$ cat config.mk
export PLATFORM = sky130hd
export DESIGN_NAME = brick_mem_arbiter
export DESIGN_NICKNAME = d
export VERILOG_FILES = /design/src/rtl/brick_mem_arbiter_pkg.sv /design/src/rtl/brick_mem_arbiter_hp_tracker.sv /design/src/rtl/brick_mem_arbiter.sv
export SDC_FILE = /design/constraint.sdc
export NUM_CORES = 1
export LEC_CHECK = 0
export BUFFER_PORTS_ARGS = -buffer_cell sky130_fd_sc_hd__buf_2
export CAP_MARGIN = 20
export CORE_AREA = 8 8 70 72
export CTS_CLUSTER_DIAMETER = 60
export CTS_CLUSTER_SIZE = 30
export DETAILED_ROUTE_END_ITERATION = 8
export DIE_AREA = 0 0 78 80
export HOLD_SLACK_MARGIN = 0.05
export PLACE_DENSITY = 0.89
export SYNTH_ARGS = -nofsm -noshare
export SYNTH_HDL_FRONTEND = slang
export SYNTH_SLANG_ARGS = --single-unit
$ cat constraint.sdc
create_clock -name clk -period 6.09 [get_ports clk]
set_clock_uncertainty 0.2 [all_clocks]
set_input_delay 1.218 -clock clk [delete_from_list [all_inputs] [get_ports clk]]
set_output_delay 1.218 -clock clk [all_outputs]
set_load 0.01 [all_outputs]
$ cat src/rtl/brick_mem_arbiter_pkg.sv
// Shared constants and types for the brick health RAM arbiter.
//   ARB_BRICKNUM : number of valid brick addresses (0..ARB_BRICKNUM-1)
//   ARB_ADDR_W   : brick address width
//   ARB_HP_W     : per-brick health width
//   ARB_TOT_W    : level total-health counter width
//   arb_state_t  : arbiter FSM encoding
package brick_mem_arbiter_pkg;

  localparam int unsigned ARB_BRICKNUM = 352;
  localparam int          ARB_ADDR_W   = 10;
  localparam int          ARB_HP_W     = 2;
  localparam int          ARB_TOT_W    = 10;

  typedef enum logic [2:0] {
    S_IDLE   = 3'd0,
    S_LDWR   = 3'd1,
    S_HITRD  = 3'd2,
    S_HITCHK = 3'd3,
    S_HITWR  = 3'd4,
    S_RDRD   = 3'd5,
    S_RDDONE = 3'd6
  } arb_state_t;

  function automatic logic in_range(input int unsigned addr, input int unsigned num);
    return addr < num;
  endfunction

endpackage

$ cat src/rtl/brick_mem_arbiter_hp_tracker.sv
// brick_hp_tracker: remaining level hit points and level-clear flag.
//   clk, reset   : clock, async active-high reset
//   ld_init      : load hp_remaining from ld_total, mark level loaded
//   ld_total     : level total health
//   dec          : decrement hp_remaining by one, saturating at 0
//   hp_remaining : remaining hit points
//   level_clear  : registered, loaded && hp_remaining == 0
module brick_hp_tracker
  import brick_mem_arbiter_pkg::*;
#(
  parameter int TOT_W = ARB_TOT_W
) (
  input  logic             clk,
  input  logic             reset,
  input  logic             ld_init,
  input  logic [TOT_W-1:0] ld_total,
  input  logic             dec,
  output logic [TOT_W-1:0] hp_remaining,
  output logic             level_clear
);

  logic             loaded;
  logic             loaded_nxt;
  logic [TOT_W-1:0] hp_nxt;

  // ld_init takes precedence over a coincident decrement.
  always_comb begin
    hp_nxt     = hp_remaining;
    loaded_nxt = loaded;
    if (ld_init) begin
      hp_nxt     = ld_total;
      loaded_nxt = 1'b1;
    end else if (dec && hp_remaining != '0) begin
      hp_nxt = hp_remaining - TOT_W'(1);
    end
  end

  // level_clear is computed from the next values so it lands on the same
  // edge as the decrement (or load) that makes the total zero.
  always_ff @(posedge clk or posedge reset) begin
    if (reset) begin
      hp_remaining <= '0;
      loaded       <= 1'b0;
      level_clear  <= 1'b0;
    end else begin
      hp_remaining <= hp_nxt;
      loaded       <= loaded_nxt;
      level_clear  <= loaded_nxt && (hp_nxt == '0);
    end
  end

endmodule

$ cat src/rtl/brick_mem_arbiter.sv
// brick_mem_arbiter: sole owner of the single-port brick health RAM.
// Shares it between the level loader (write), the collision unit
// (read-modify-write decrement) and the renderer (read), fixed priority
// ld > hit > rd, one transaction at a time with an idle cycle between grants.
//   ld_*     : loader write port, ld_init/ld_total load the level total
//   hit_*    : collision decrement port, hit_alive valid with hit_ack
//   rd_*     : renderer read port, rd_health held until the next rd_ack
//   mem_*    : RAM port, mem_rdata has one cycle of read latency
//   hp_remaining, level_clear : level progress
module brick_mem_arbiter
  import brick_mem_arbiter_pkg::*;
#(
  parameter int          ADDR_W   = ARB_ADDR_W,
  parameter int          HP_W     = ARB_HP_W,
  parameter int          TOT_W    = ARB_TOT_W,
  parameter int unsigned BRICKNUM = ARB_BRICKNUM
) (
  input  logic              clk,
  input  logic              reset,
  input  logic              ld_init,
  input  logic [TOT_W-1:0]  ld_total,
  input  logic              ld_req,
  input  logic [ADDR_W-1:0] ld_addr,
  input  logic [HP_W-1:0]   ld_health,
  output logic              ld_ack,
  input  logic              hit_req,
  input  logic [ADDR_W-1:0] hit_addr,
  output logic              hit_ack,
  output logic              hit_alive,
  input  logic              rd_req,
  input  logic [ADDR_W-1:0] rd_addr,
  output logic              rd_ack,
  output logic [HP_W-1:0]   rd_health,
  output logic [ADDR_W-1:0] mem_addr,
  output logic [HP_W-1:0]   mem_wdata,
  output logic              mem_we,
  input  logic [HP_W-1:0]   mem_rdata,
  output logic [TOT_W-1:0]  hp_remaining,
  output logic              level_clear
);

  arb_state_t        state, state_nxt;
  logic [ADDR_W-1:0] addr_q;      // operand address latched on grant
  logic [HP_W-1:0]   data_q;      // write data: ld_health or rdata-1
  logic [HP_W-1:0]   rd_health_q;
  logic              addr_ok;
  logic              dec;

  assign addr_ok = in_range(32'(addr_q), BRICKNUM);

  always_ff @(posedge clk or posedge reset) begin
    if (reset) state <= S_IDLE;
    else       state <= state_nxt;
  end

  always_comb begin
    state_nxt = state;
    mem_addr  = '0;
    mem_wdata = '0;
    mem_we    = 1'b0;
    ld_ack    = 1'b0;
    hit_ack   = 1'b0;
    hit_alive = 1'b0;
    rd_ack    = 1'b0;
    rd_health = rd_health_q;
    dec       = 1'b0;
    case (state)
      S_IDLE: begin
        if      (ld_req)  state_nxt = S_LDWR;
        else if (hit_req) state_nxt = S_HITRD;
        else if (rd_req)  state_nxt = S_RDRD;
      end
      S_LDWR: begin
        mem_addr  = addr_q;
        mem_wdata = data_q;
        mem_we    = 1'b1;
        ld_ack    = 1'b1;
        state_nxt = S_IDLE;
      end
      S_HITRD: begin
        mem_addr = addr_q;
        if (!addr_ok) begin
          hit_ack   = 1'b1;
          state_nxt = S_IDLE;
        end else begin
          state_nxt = S_HITCHK;
        end
      end
      S_HITCHK: begin
        mem_addr = addr_q;
        if (mem_rdata == '0) begin
          hit_ack   = 1'b1;
          state_nxt = S_IDLE;
        end else begin
          state_nxt = S_HITWR;
        end
      end
      S_HITWR: begin
        mem_addr  = addr_q;
        mem_wdata = data_q;
        mem_we    = 1'b1;
        hit_ack   = 1'b1;
        hit_alive = 1'b1;
        dec       = 1'b1;
        state_nxt = S_IDLE;
      end
      S_RDRD: begin
        mem_addr = addr_q;
        if (!addr_ok) begin
          rd_health = '0;
          rd_ack    = 1'b1;
          state_nxt = S_IDLE;
        end else begin
          state_nxt = S_RDDONE;
        end
      end
      S_RDDONE: begin
        // Forward the RAM data during the ack cycle; the register holds it after.
        rd_health = mem_rdata;
        rd_ack    = 1'b1;
        state_nxt = S_IDLE;
      end
      default: state_nxt = S_IDLE;
    endcase
  end

  always_ff @(posedge clk or posedge reset) begin
    if (reset) begin
      addr_q      <= '0;
      data_q      <= '0;
      rd_health_q <= '0;
    end else begin
      case (state)
        S_IDLE: begin
          if (ld_req) begin
            addr_q <= ld_addr;
            data_q <= ld_health;
          end else if (hit_req) begin
            addr_q <= hit_addr;
          end else if (rd_req) begin
            addr_q <= rd_addr;
          end
        end
        S_HITCHK: data_q <= mem_rdata - HP_W'(1);
        S_RDRD:   if (!addr_ok) rd_health_q <= '0;
        S_RDDONE: rd_health_q <= mem_rdata;
        default: ;
      endcase
    end
  end

  brick_hp_tracker #(.TOT_W(TOT_W)) u_hp (
    .clk          (clk),
    .reset        (reset),
    .ld_init      (ld_init),
    .ld_total     (ld_total),
    .dec          (dec),
    .hp_remaining (hp_remaining),
    .level_clear  (level_clear)
  );

endmodule

# Yosys cells after proc, flatten, opt, wreduce, memory -nomap -nowiden
# Index checks and enable logic that the tools add are counted.
# classes
eq_ne	8
addsub	2
shifts	0
mul	0
n_bitwise	0
mux	26
order_cmp	1
div_mod_pow	0
n_reduce_logical	12
# op_table
op	count
$mux W10	6
$mux W3	5
$pmux W3 S4	1
$logic_not A10 Y1	1
$lt A10 B9 Y1 const B	1
$reduce_bool A10 Y1	1
$sub A10 B1 Y10 const B	1
$eq A3 B3 Y1 const B	3
$mux W2	4
$pmux W2 S2	2
$eq A3 B2 Y1 const B	2
$mux W1	6
$reduce_or A5 Y1	1
$ne A4 B4 Y1 const B	1
$reduce_and A2 Y1	2
$eq A3 B1 Y1 const B	1
$logic_not A3 Y1	1
$pmux W1 S3	1
$reduce_bool A3 Y1	1
$logic_and A1 B1 Y1	2
$logic_not A2 Y1	1
$ne A2 B2 Y1 const B	1
$pmux W1 S2	1
$reduce_bool A2 Y1	1
other kinds (2)	2
# word_totals
input_bits	50
rom_bits	0
regBits	29
mem_bits_rw	0
elab_cells	56
n_memories	0
output_inout_bits	30
latchBits	0

# Logic depth before layout (Yosys ltp)
# Gate-level depths: netlist of run 1.
# logic_depth
depth_word	7
mapped_depth	8
ltp_nobuf	8

# Modules after synthesis
# A second synthesis of run 1 with hierarchy kept.
# hier_totals
cells_unflattened	212
area_unflattened_um2	2047.0
# modules_own_cells
module	seq_area_each_um2	n_inst	area_each_um2	cells_per_inst
brick_mem_arbiter	425.4	1	1228.7	123
brick_hp_tracker	300.3	1	818.3	89

# Worst setup path before layout of run 1
# No wires, ideal clock.
# synth_path
kind	input to output
startpoint	input port mem_rdata[0]
endpoint	output port hit_ack
cell_stages	6
required_ns	4.672
path_buffers	0
arrival_ns	1.699
path_slack_ns	2.973
path_cell_list	inv_1 -> ha_1 -> nand2_1 -> o21ai_0 -> nand2_1 -> nand2_1
# synth_via
elab_chain_len	3
# synth_rtl
item	line_no	text
from (decl)	brick_mem_arbiter.sv:37	input logic [HP_W-1:0] mem_rdata,
$logic_not A2 Y1	brick_mem_arbiter.sv:91	if (mem_rdata == '0) begin
$mux W1	brick_mem_arbiter.sv:91	
$pmux W1 S3	brick_mem_arbiter.sv:67	case (state)
to (decl)	brick_mem_arbiter.sv:28	output logic hit_ack,
# No other way between the ends.

# Worst setup path after layout of run 1
# Ends and elaborated chain as after synthesis.

==> out/metrics.yaml, run 1 <==
timing:
  hold_violations: 0
  finalSetupViolations: 0
  fmax_ghz: 0.297
  tightest_slew_ns: 0.586
  timing.setup.tns_ns: 0
  rsz0062_at_grt: "no"
  finalCritPeriodShare_pct: 55.3
  holdWs_ns: 0.268
  min_period_ns: 3.37
  maxSlewHeadroom_pct: 60.9
  finalMaxSlewViolations: 0
finish:
  layout-drive-gt1-share_pct: 34.0
  insertedDiodeCount: 0
  design_area_mm2: 0.00239
  area_growth_syn_to_layout_pct: 29.3
  finish.net_count: 349
critical_path:
  reg2reg_slack_ns: 3.70
  required_ns: 4.67
  cp.arrival_ns: 1.95
  worst_path_max_delay_cell: "ha_1"
  ff2ff_path_depth: 6
  crit_path_start_kind: "input port"
  path_cells: "buf_2 -> inv_1 -> ha_1 -> nand2_1 -> o21ai_0 -> nand2_1 -> nand2_1 -> buf_2"
  timing.rr.end: "u_hp.level_clear"
  end_kind: "primary output"
  cp_max_fo: 3
  r2r-start: "state[2]"
  cpPeakStageDelay_ns: 0.20
  cpMostUsedCell: "nand2_1"
  path_class: "input port to primary output"
detailed_routing:
  avgRoutedWirePerCell_um: 14.7
  vias_per_cell: 5.37
  drtAntennaViolNets: 0
  totalWireLength_um: 5090
  dr.pass1.iters: 4
  drc: 0
  dr.first_iter.drc_count: 66
  vias: 1865
logic_synthesis:
  synth_area_leaders: "dfrtp_1, o21ai_0, mux2i_1, a21oi_1, nand2_1"
  synth_seq_area_share_pct: 39.2
  synthCells: 220
  synth_top_area_share_pct: 39.2
  avgSynthCellArea_um2: 8.42
  async_flop_share_pct: 100
  synth.ff_latch_count: 29
  synthFlopType: "dfrtp_1"
  synth_top_area_cell: "dfrtp_1"
  synth_cell_types: 42
  ys_warn_count: 0
  syn-num-nets: 272
  synth-edff-count: 0
  netlist_area_mm2: 0.00185
power:
  power.density_mw_per_mm2: 390
  p_leak_nw: 1.18
  power_w: 0.000934
  ir_worst_vdd_v: 0.000210
worst_hold_path:
  min_to: "u_hp.loaded"
  hold_class: "flip-flop to flip-flop"
  min-delay-start: "u_hp.loaded"
  whs_path_depth: 1
floorplan:
  fp.dieW_um: 78
  num_rows: 23
  die_area_mm2: 0.00624
  num_io_pins: 80
  core_mm2: 0.00386
  die_h_um: 80
  start_util_pct: 48.0
global_routing:
  antenna_found_initial: 0
  gr-usage-met1_pct: 17.7
  use_met2_pct: 28.4
  grt_pass1_vias: 1853
  overflow: 0
  track_usage_pct: 16.6
  grt_use_met3_pct: 7.21
  grt_start_max_net_pins: 30
  grt_pass1_wl_um: 8410
  busiest_layer: "met2"
clocking:
  cts_inserted_buffers: 5
  insertion_delay_ns: 0.28
  cts_tree: "built"
  clock-root-buffer: "clkbuf_8"
  ctsHoldBuffers: 0
  path_clk_slew_ns: 0.06
  cts_buffer_depth: 2
  cts_resized: 0
  cts_sinks: 29
  post_cts_buffers: 0
  htree_levels: 2
run:
  max-cap-violations: 0
place:
  dp_hpwl_um: 3980
  placed_area_mm2: 0.00227
  finalWeightedCongestion: 0.877
  port_buffers: 79
status:
  outcome: "completed"
## synth_stat cells (3+ instances only)
cell and count:
inv_1 11, nor2_1 24, a21oi_1 19, dfrtp_1 29
and2_1 10, nand2_1 25, nor3_1 11, nand3_1 3
mux2_2 6, a31oi_1 3, mux2i_1 10, clkbuf_1 9
o21ai_0 21, nor2b_1 4
## final cells by class
| class | count | area, um^2 |
|---|---|---|
| Fill cell | 358 | 1460 |
| Multi-Input combinational cell | 168 | 1040 |
| Sequential cell | 29 | 726 |
| Timing Repair Buffer | 81 | 430 |
| Clock buffer | 7 | 86.3 |
| Tap cell | 50 | 62.6 |
| Inverter | 12 | 45.0 |
## worst max-delay path, delay by kind of cell
kind	cells	cell delay (ns)
buffers and inverters	3	0.27
adder cells (fa/ha/maj)	1	0.20
AND/OR/NAND/NOR	3	0.18
AO/OA/AOI/OAI	1	0.08
## registers in the layout, summed over array words and instances, names as in the netlist
| name | flops |
|---|---|
| addr_q | 10 |
| data_q | 2 |
| rd_health_q | 2 |
| state | 3 |
| u_hp.hp_remaining | 10 |
| u_hp.level_clear | 1 |
| u_hp.loaded | 1 |
## per-stage QoR
step	setup slack (ns)	cells	utilization [%]
CTS	2.72	345	61.2
floorplan	2.97	220	-
global route	2.63	347	62.1
detailed placement	2.72	338	58.9
finish	2.72	347	62.1
global placement	2.75	338	58.9
## layer usage
metal | wire [um] | share of wire, %
met1 | 2070 | 41
met2 | 2480 | 49
met3 | 455 | 8.9
met4 | 87 | 1.7
met5 | 0 | 0
## cells by family (layout without fill, tap and decap cells)
family                     after synthesis  in the layout  synth area share [%]
buffers and inverters                   23            100                  4.73
DFF                                     29             29                  39.2
muxes                                   16             16                  9.05
adders and majority gates                2              2                  1.35
xor gates and xnor gates                 3              3                  1.42
AOI/OAI and AO/OA                       57             57                  18.8
and+or+nand+nor                         90             90                  25.5
## where the power goes
part	total (W)	internal (W)	leakage [nW]	switching, W
combinational	0.000447	0.000194	0.790	0.000253
sequential	0.000327	0.000258	0.347	0.0000690
clock	0.000159	0.0000894	0.0443	0.0000696
total	0.000934	0.000542	1.18	0.000392
## cell usage in the layout (no fill, tap or decap), types with 2 or more instances in the layout
cell type,netlist,final
a211oi_1,2,2
nand3_1,3,3
nor3_1,11,11
nand2b_1,2,2
clkbuf_8,0,6
o21ai_0,21,21
or3_1,2,2
nor2_1,24,24
ha_1,2,2
nand2_1,25,25
a31oi_1,3,3
a21oi_1,19,19
o31a_1,2,2
xnor2_1,2,2
dfrtp_1,29,29
mux2_2,6,6
inv_1,11,11
mux2i_1,10,10
and2_1,10,10
buf_2,1,79
nor2b_1,4,4
## worst max path at each step
stage	start	to	slack [ns]	cells past startpoint
2_1_floorplan	mem_rdata[0]	hit_ack	2.97	6
3_3_place_gp	mem_rdata[0]	hit_ack	2.75	8
3_5_place_dp	mem_rdata[0]	hit_ack	2.72	8
4_1_cts	mem_rdata[0]	hit_ack	2.72	8
5_1_grt	state[2]	mem_addr[9]	2.63	4
6_report	mem_rdata[0]	hit_ack	2.72	8
No activity file was read; power rests on OpenSTA's default activity.
==> inputs of run 2 (changes only) <==
ABC_AREA = 1   (was not set)
CORE_AREA = 8 8 76 78   (was 8 8 70 72)
DIE_AREA = 0 0 84 86   (was 0 0 78 80)
PLACE_DENSITY = 0.82   (was 0.89)
clock period = 3 ns   (was 6.09 ns; I/O delays follow)
==> run 2 against run 1 <==
Compared with the run above: largest cell class unchanged; clock power increased by 85%; critical path depth shrank 2; utilization decreased by 8.5 points.
==> out/metrics.yaml, run 2 <==
status:
  outcome: "completed"
clocking:
  cts_tree: "built"
  cts_inserted_buffers: 5
  ctsHoldBuffers: 0
  post_cts_buffers: 0
  cts_resized: 0
  cts_buffer_depth: 2
  htree_levels: 2
  cts_sinks: 29
  insertion_delay_ns: 0.28
  clock-root-buffer: "clkbuf_8"
  path_clk_slew_ns: 0.06
logic_synthesis:
  synth_top_area_cell: "dfrtp_1"
  synthFlopType: "dfrtp_1"
  synthCells: 285
  netlist_area_mm2: 0.00193
  synth_seq_area_share_pct: 37.6
  async_flop_share_pct: 100
  synth_area_leaders: "dfrtp_1, nand2_1, inv_1, nor2_1, nand3_1"
  synth_common_cells: "nand2_1, inv_1, nor2_1"
  avgSynthCellArea_um2: 6.77
  synth.ff_latch_count: 29
  synth-edff-count: 0
  syn-num-nets: 337
  synth.most_common_cell: "nand2_1"
  ys_warn_count: 0
  synth_top_area_share_pct: 37.6
  synth_cell_types: 32
run:
  max-cap-violations: 0
timing:
  finalCritPeriodShare_pct: 88.6
  hold_violations: 0
  finalMaxSlewViolations: 0
  tightest_slew_ns: 0.646
  timing.setup.tns_ns: 0
  min_period_ns: 2.66
  finalSetupViolations: 0
  fmax_ghz: 0.376
  maxSlewHeadroom_pct: 56.6
  rsz0062_at_grt: "no"
finish:
  seq_area_um2: 726
  design_area_mm2: 0.00246
  insertedDiodeCount: 0
  finish.net_count: 421
  multi_input_area_um2: 988
  layout-drive-gt1-share_pct: 29.9
  area_growth_syn_to_layout_pct: 27.8
  finalNonFillerCells: 422
  mostFrequentLayoutCell: "nand2_1"
  reg_top3: "addr_q x10, u_hp.hp_remaining x10, state x3"
  final_cell_mix: "nand2_1, buf_2, inv_1"
  fill_cells: 435
floorplan:
  num_rows: 25
  die_h_um: 86
  num_io_pins: 80
  core_mm2: 0.00460
  die_area_mm2: 0.00722
  fp.dieW_um: 84
  start_util_pct: 42.0
global_routing:
  grt_start_max_net_pins: 30
  grt_pass1_wl_um: 9310
  antenna_found_initial: 0
  track_usage_pct: 15.5
  overflow: 0
  grt_pass1_vias: 2194
detailed_routing:
  drc: 0
  dr.first_iter.drc_count: 85
  drtAntennaViolNets: 0
  vias: 2067
  avgRoutedWirePerCell_um: 12.7
  dr.pass1.iters: 4
  vias_per_cell: 4.90
  totalWireLength_um: 5350
place:
  place_inst: 416
  dp_hpwl_um: 4290
  placed_area_mm2: 0.00239
  port_buffers: 79
  finalWeightedCongestion: 0.874
power:
  cellInternalPower_w: 0.00110
  p_comb_share_pct: 54.2
  ir_worst_vdd_v: 0.000703
  switchingPower_w: 0.000931
  swShare_pct: 45.8
  p_leak_nw: 1.34
  clkPwrFrac_pct: 14.5
  power.density_mw_per_mm2: 825
  power_frac_seq_pct: 31.4
  power_w: 0.00203
critical_path:
  crit_path_start_kind: "flip-flop"
  cp.arrival_ns: 1.86
  worst_path_max_delay_cell: "nor4_4"
  path_cells: "inv_1 -> or2_1 -> nor2_1 -> nor4_4 -> nor2_1 -> buf_2"
  path_class: "flip-flop to primary output"
  cpMostUsedCell: "nor2_1"
  required_ns: 2.20
  reg2reg_slack_ns: 0.83
  end_kind: "primary output"
  cpPeakStageDelay_ns: 0.56
  cp_max_fo: 10
worst_hold_path:
  hold_class: "input port to async pin"
run 2: kinds of logic (layout without fill, tap and decap cells):
family          Yosys count  after routing  synth area share (%)
simple gates            163            163                  36.8
buf+inv                  56            139                  11.2
compound gates           32             32                  11.7
flops                    29             29                  37.6
xor+xnor                  3              3                  1.36
fa+ha+maj                 2              2                  1.30
run 2: metal layers:
layer | up-vias | part of all wire (%) | global-route usage, %
met1 | 918 | 43 | 16.2
met4 | 0 | 2.1 | 6.91
li1 | 1053 | - | -
met3 | 13 | 8.9 | 7.30
met2 | 83 | 46 | 26.0
met5 | - | 0 | 0
run 2: area by class of cell:
type                            count  share of cell area, %
Multi-Input combinational cell    200                   40.1
Sequential cell                    29                   29.4
Timing Repair Buffer               82                   17.0
Inverter                           51                   7.77
Clock buffer                        5                   2.79
Tap cell                           54                   2.74
Clock inverter                      1                  0.203
run 2: critical path, delay by kind of cell, from the launching register on:
kind / cells / cell delay (ns)
AND/OR/NAND/NOR: 4 / 0.90
buffers and inverters: 2 / 0.28
flip-flops: 1 / 0.39
run 2: final timing paths:
path                                       from                to  depth (start not counted)
max                                    state[0]       mem_addr[6]                          6
max reg2reg                u_hp.hp_remaining[0]  u_hp.level_clear                         13
min in group clk                    u_hp.loaded       u_hp.loaded                          1
max in group asynchronous                 reset         data_q[0]                          3
min                                       reset         addr_q[2]                          3
min reg2reg                         u_hp.loaded       u_hp.loaded                          1
run 2: per-stage QoR:
step	utilization (%)	hold WS (ns)	setup slack (ns)
final	53.6	0.180	0.341
after global routing	53.6	0.207	0.186
after CTS	53.6	0.189	0.326
after detailed placement	52.0	0.237	0.659
after global placement	52.0	0.236	0.753
after floorplan	-	0.224	0.827
run 2: power by group through the flow:
stage | combinational [W] | sequential [W] | clock, W
after floorplan | 0.000721 | 0.000629 | 0
after global placement | 0.00108 | 0.000636 | 0
after detailed placement | 0.00111 | 0.000645 | 0
after CTS | 0.00112 | 0.000639 | 0.000302
after global routing | 0.00124 | 0.000659 | 0.000325
final | 0.00110 | 0.000638 | 0.000294
==> inputs of run 3 (changes only) <==
PLACE_DENSITY = 0.75   (was 0.82)
==> run 3 against run 2 <==
Compared with the run above: critical path depth is 1 lower; sequential cell count did not move; critical path type unchanged; non-clock buffer count unchanged; largest power group unchanged; utilization increased by 0.14 points; worst setup slack better by 0.022 ns.
==> out/metrics.yaml, run 3 (synthesis gave the netlist of run 2 again) <==
critical_path:
  cpPeakStageDelay_ns: 0.48
  reg2reg_slack_ns: 0.87
  required_ns: 2.20
  critPathBufInv: 1
  timing.rr.end: "u_hp.level_clear"
  cp.arrival_ns: 1.84
  crit_family: "simple AND/OR/NAND/NOR gates"
  cp_max_fo: 10
  startpoint: "state[2]"
  worst_path_max_delay_cell: "nor4_4"
  r2r-start: "u_hp.hp_remaining[0]"
  crit_path_start_kind: "flip-flop"
  path_class: "flip-flop to primary output"
  ff2ff_path_depth: 13
  end_kind: "primary output"
  path_cells: "nand2_1 -> o21ai_1 -> nor4_4 -> nor2_1 -> buf_2"
timing:
  finalSetupViolations: 0
  fmax_ghz: 0.379
  finalCritPeriodShare_pct: 87.9
  rsz0062_at_grt: "no"
  hold_violations: 0
  finalMaxSlewViolations: 0
  worst_slack_ns: 0.363
  maxSlewHeadroom_pct: 60.2
  min_period_ns: 2.64
  tightest_slew_ns: 0.592
  timing.setup.tns_ns: 0
clocking:
  insertion_delay_ns: 0.28
  cts_resized: 0
  clock-root-buffer: "clkbuf_8"
  cts_tree: "built"
  ctsHoldBuffers: 0
  path_clk_slew_ns: 0.06
  cts_sinks: 29
  htree_levels: 2
  post_cts_buffers: 0
  cts_inserted_buffers: 5
  cts_buffer_depth: 2
worst_hold_path:
  hold_class: "input port to async pin"
place:
  placed_area_mm2: 0.00239
  finalWeightedCongestion: 0.862
  dp_hpwl_um: 4290
  port_buffers: 79
  place_ws_ns: 0.701
floorplan:
  fp.dieW_um: 84
  num_rows: 25
  start_util_pct: 42.0
  die_area_mm2: 0.00722
  die_h_um: 86
  num_io_pins: 80
  core_mm2: 0.00460
global_routing:
  antenna_found_initial: 0
  grt_start_max_net_pins: 30
  track_usage_pct: 15.1
  overflow: 0
  grt_pass1_wl_um: 9130
  grt_pass1_vias: 2090
finish:
  finish.net_count: 421
  design_area_mm2: 0.00247
  insertedDiodeCount: 0
  mostFrequentLayoutCell: "nand2_1"
  final_cell_mix: "nand2_1, buf_2, inv_1"
  layout-drive-gt1-share_pct: 29.5
  reg_top3: "addr_q x10, u_hp.hp_remaining x10, state x3"
  final_util_pct: 53.7
  area_growth_syn_to_layout_pct: 28.1
detailed_routing:
  drc: 0
  dr.first_iter.drc_count: 125
  drtAntennaViolNets: 0
  vias: 2059
  dr.pass1.iters: 4
  totalWireLength_um: 5370
  vias_per_cell: 4.86
  avgRoutedWirePerCell_um: 12.7
power:
  power.density_mw_per_mm2: 829
  ir_worst_vdd_v: 0.000512
  p_leak_nw: 1.34
status:
  outcome: "completed"
run:
  max-cap-violations: 0
==> run 3: how the worst max path moves through the flow <==
| stage | end | depth (start not counted) |
|---|---|---|
| final | mem_addr[1] | 5 |
| after global routing | mem_addr[1] | 6 |
| after CTS | mem_addr[1] | 6 |
| after detailed placement | mem_addr[1] | 6 |
| after global placement | rd_health[0] | 7 |
| after floorplan | rd_health[0] | 6 |
==> run 3: report_power, final <==
part	switching [W]	internal, W
Sequential	0.000103	0.000532
Clock	0.000153	0.000165
Combinational	0.000678	0.000418
==> run 3: cell type report <==
type / instances / area [um^2]
clock buffers: 8 / 80.1
fillers: 446 / 2130
inverters: 51 / 191
multi-input cells: 200 / 988
flip-flops and latches: 29 / 726
well taps: 54 / 67.6
repair buffers: 82 / 418
==> run 3: metal layers <==
metal / wire [um] / up-vias / global-route usage [%]
li1: - / 1064 / -
met4: 63 / 0 / 5.18
met2: 2490 / 73 / 24.8
met5: 0 / - / 0
met3: 372 / 6 / 5.50
met1: 2440 / 916 / 17.6
==> run 3: stage by stage <==
stage / hold slack (ns) / total power [W] / cells
CTS: 0.199 / 0.00207 / 424
global route: 0.224 / 0.00222 / 424
detailed placement: 0.238 / 0.00174 / 416
floorplan: 0.224 / 0.00135 / 285
global placement: 0.236 / 0.00172 / 416
finish: 0.182 / 0.00205 / 424
==> run 3: worst reg2reg max path, cell delays in order (launching register included) <==
cell,delay (ns)
dfrtp_1,0.44
inv_1,0.12
ha_1,0.23
nand2_1,0.07
nor2_1,0.17
nand3_1,0.17
nand2_2,0.17
nand2_1,0.06
nand3_1,0.08
nand2_1,0.08
nand2_1,0.09
nor2_1,0.05
nand2_1,0.06
nor2_2,0.03
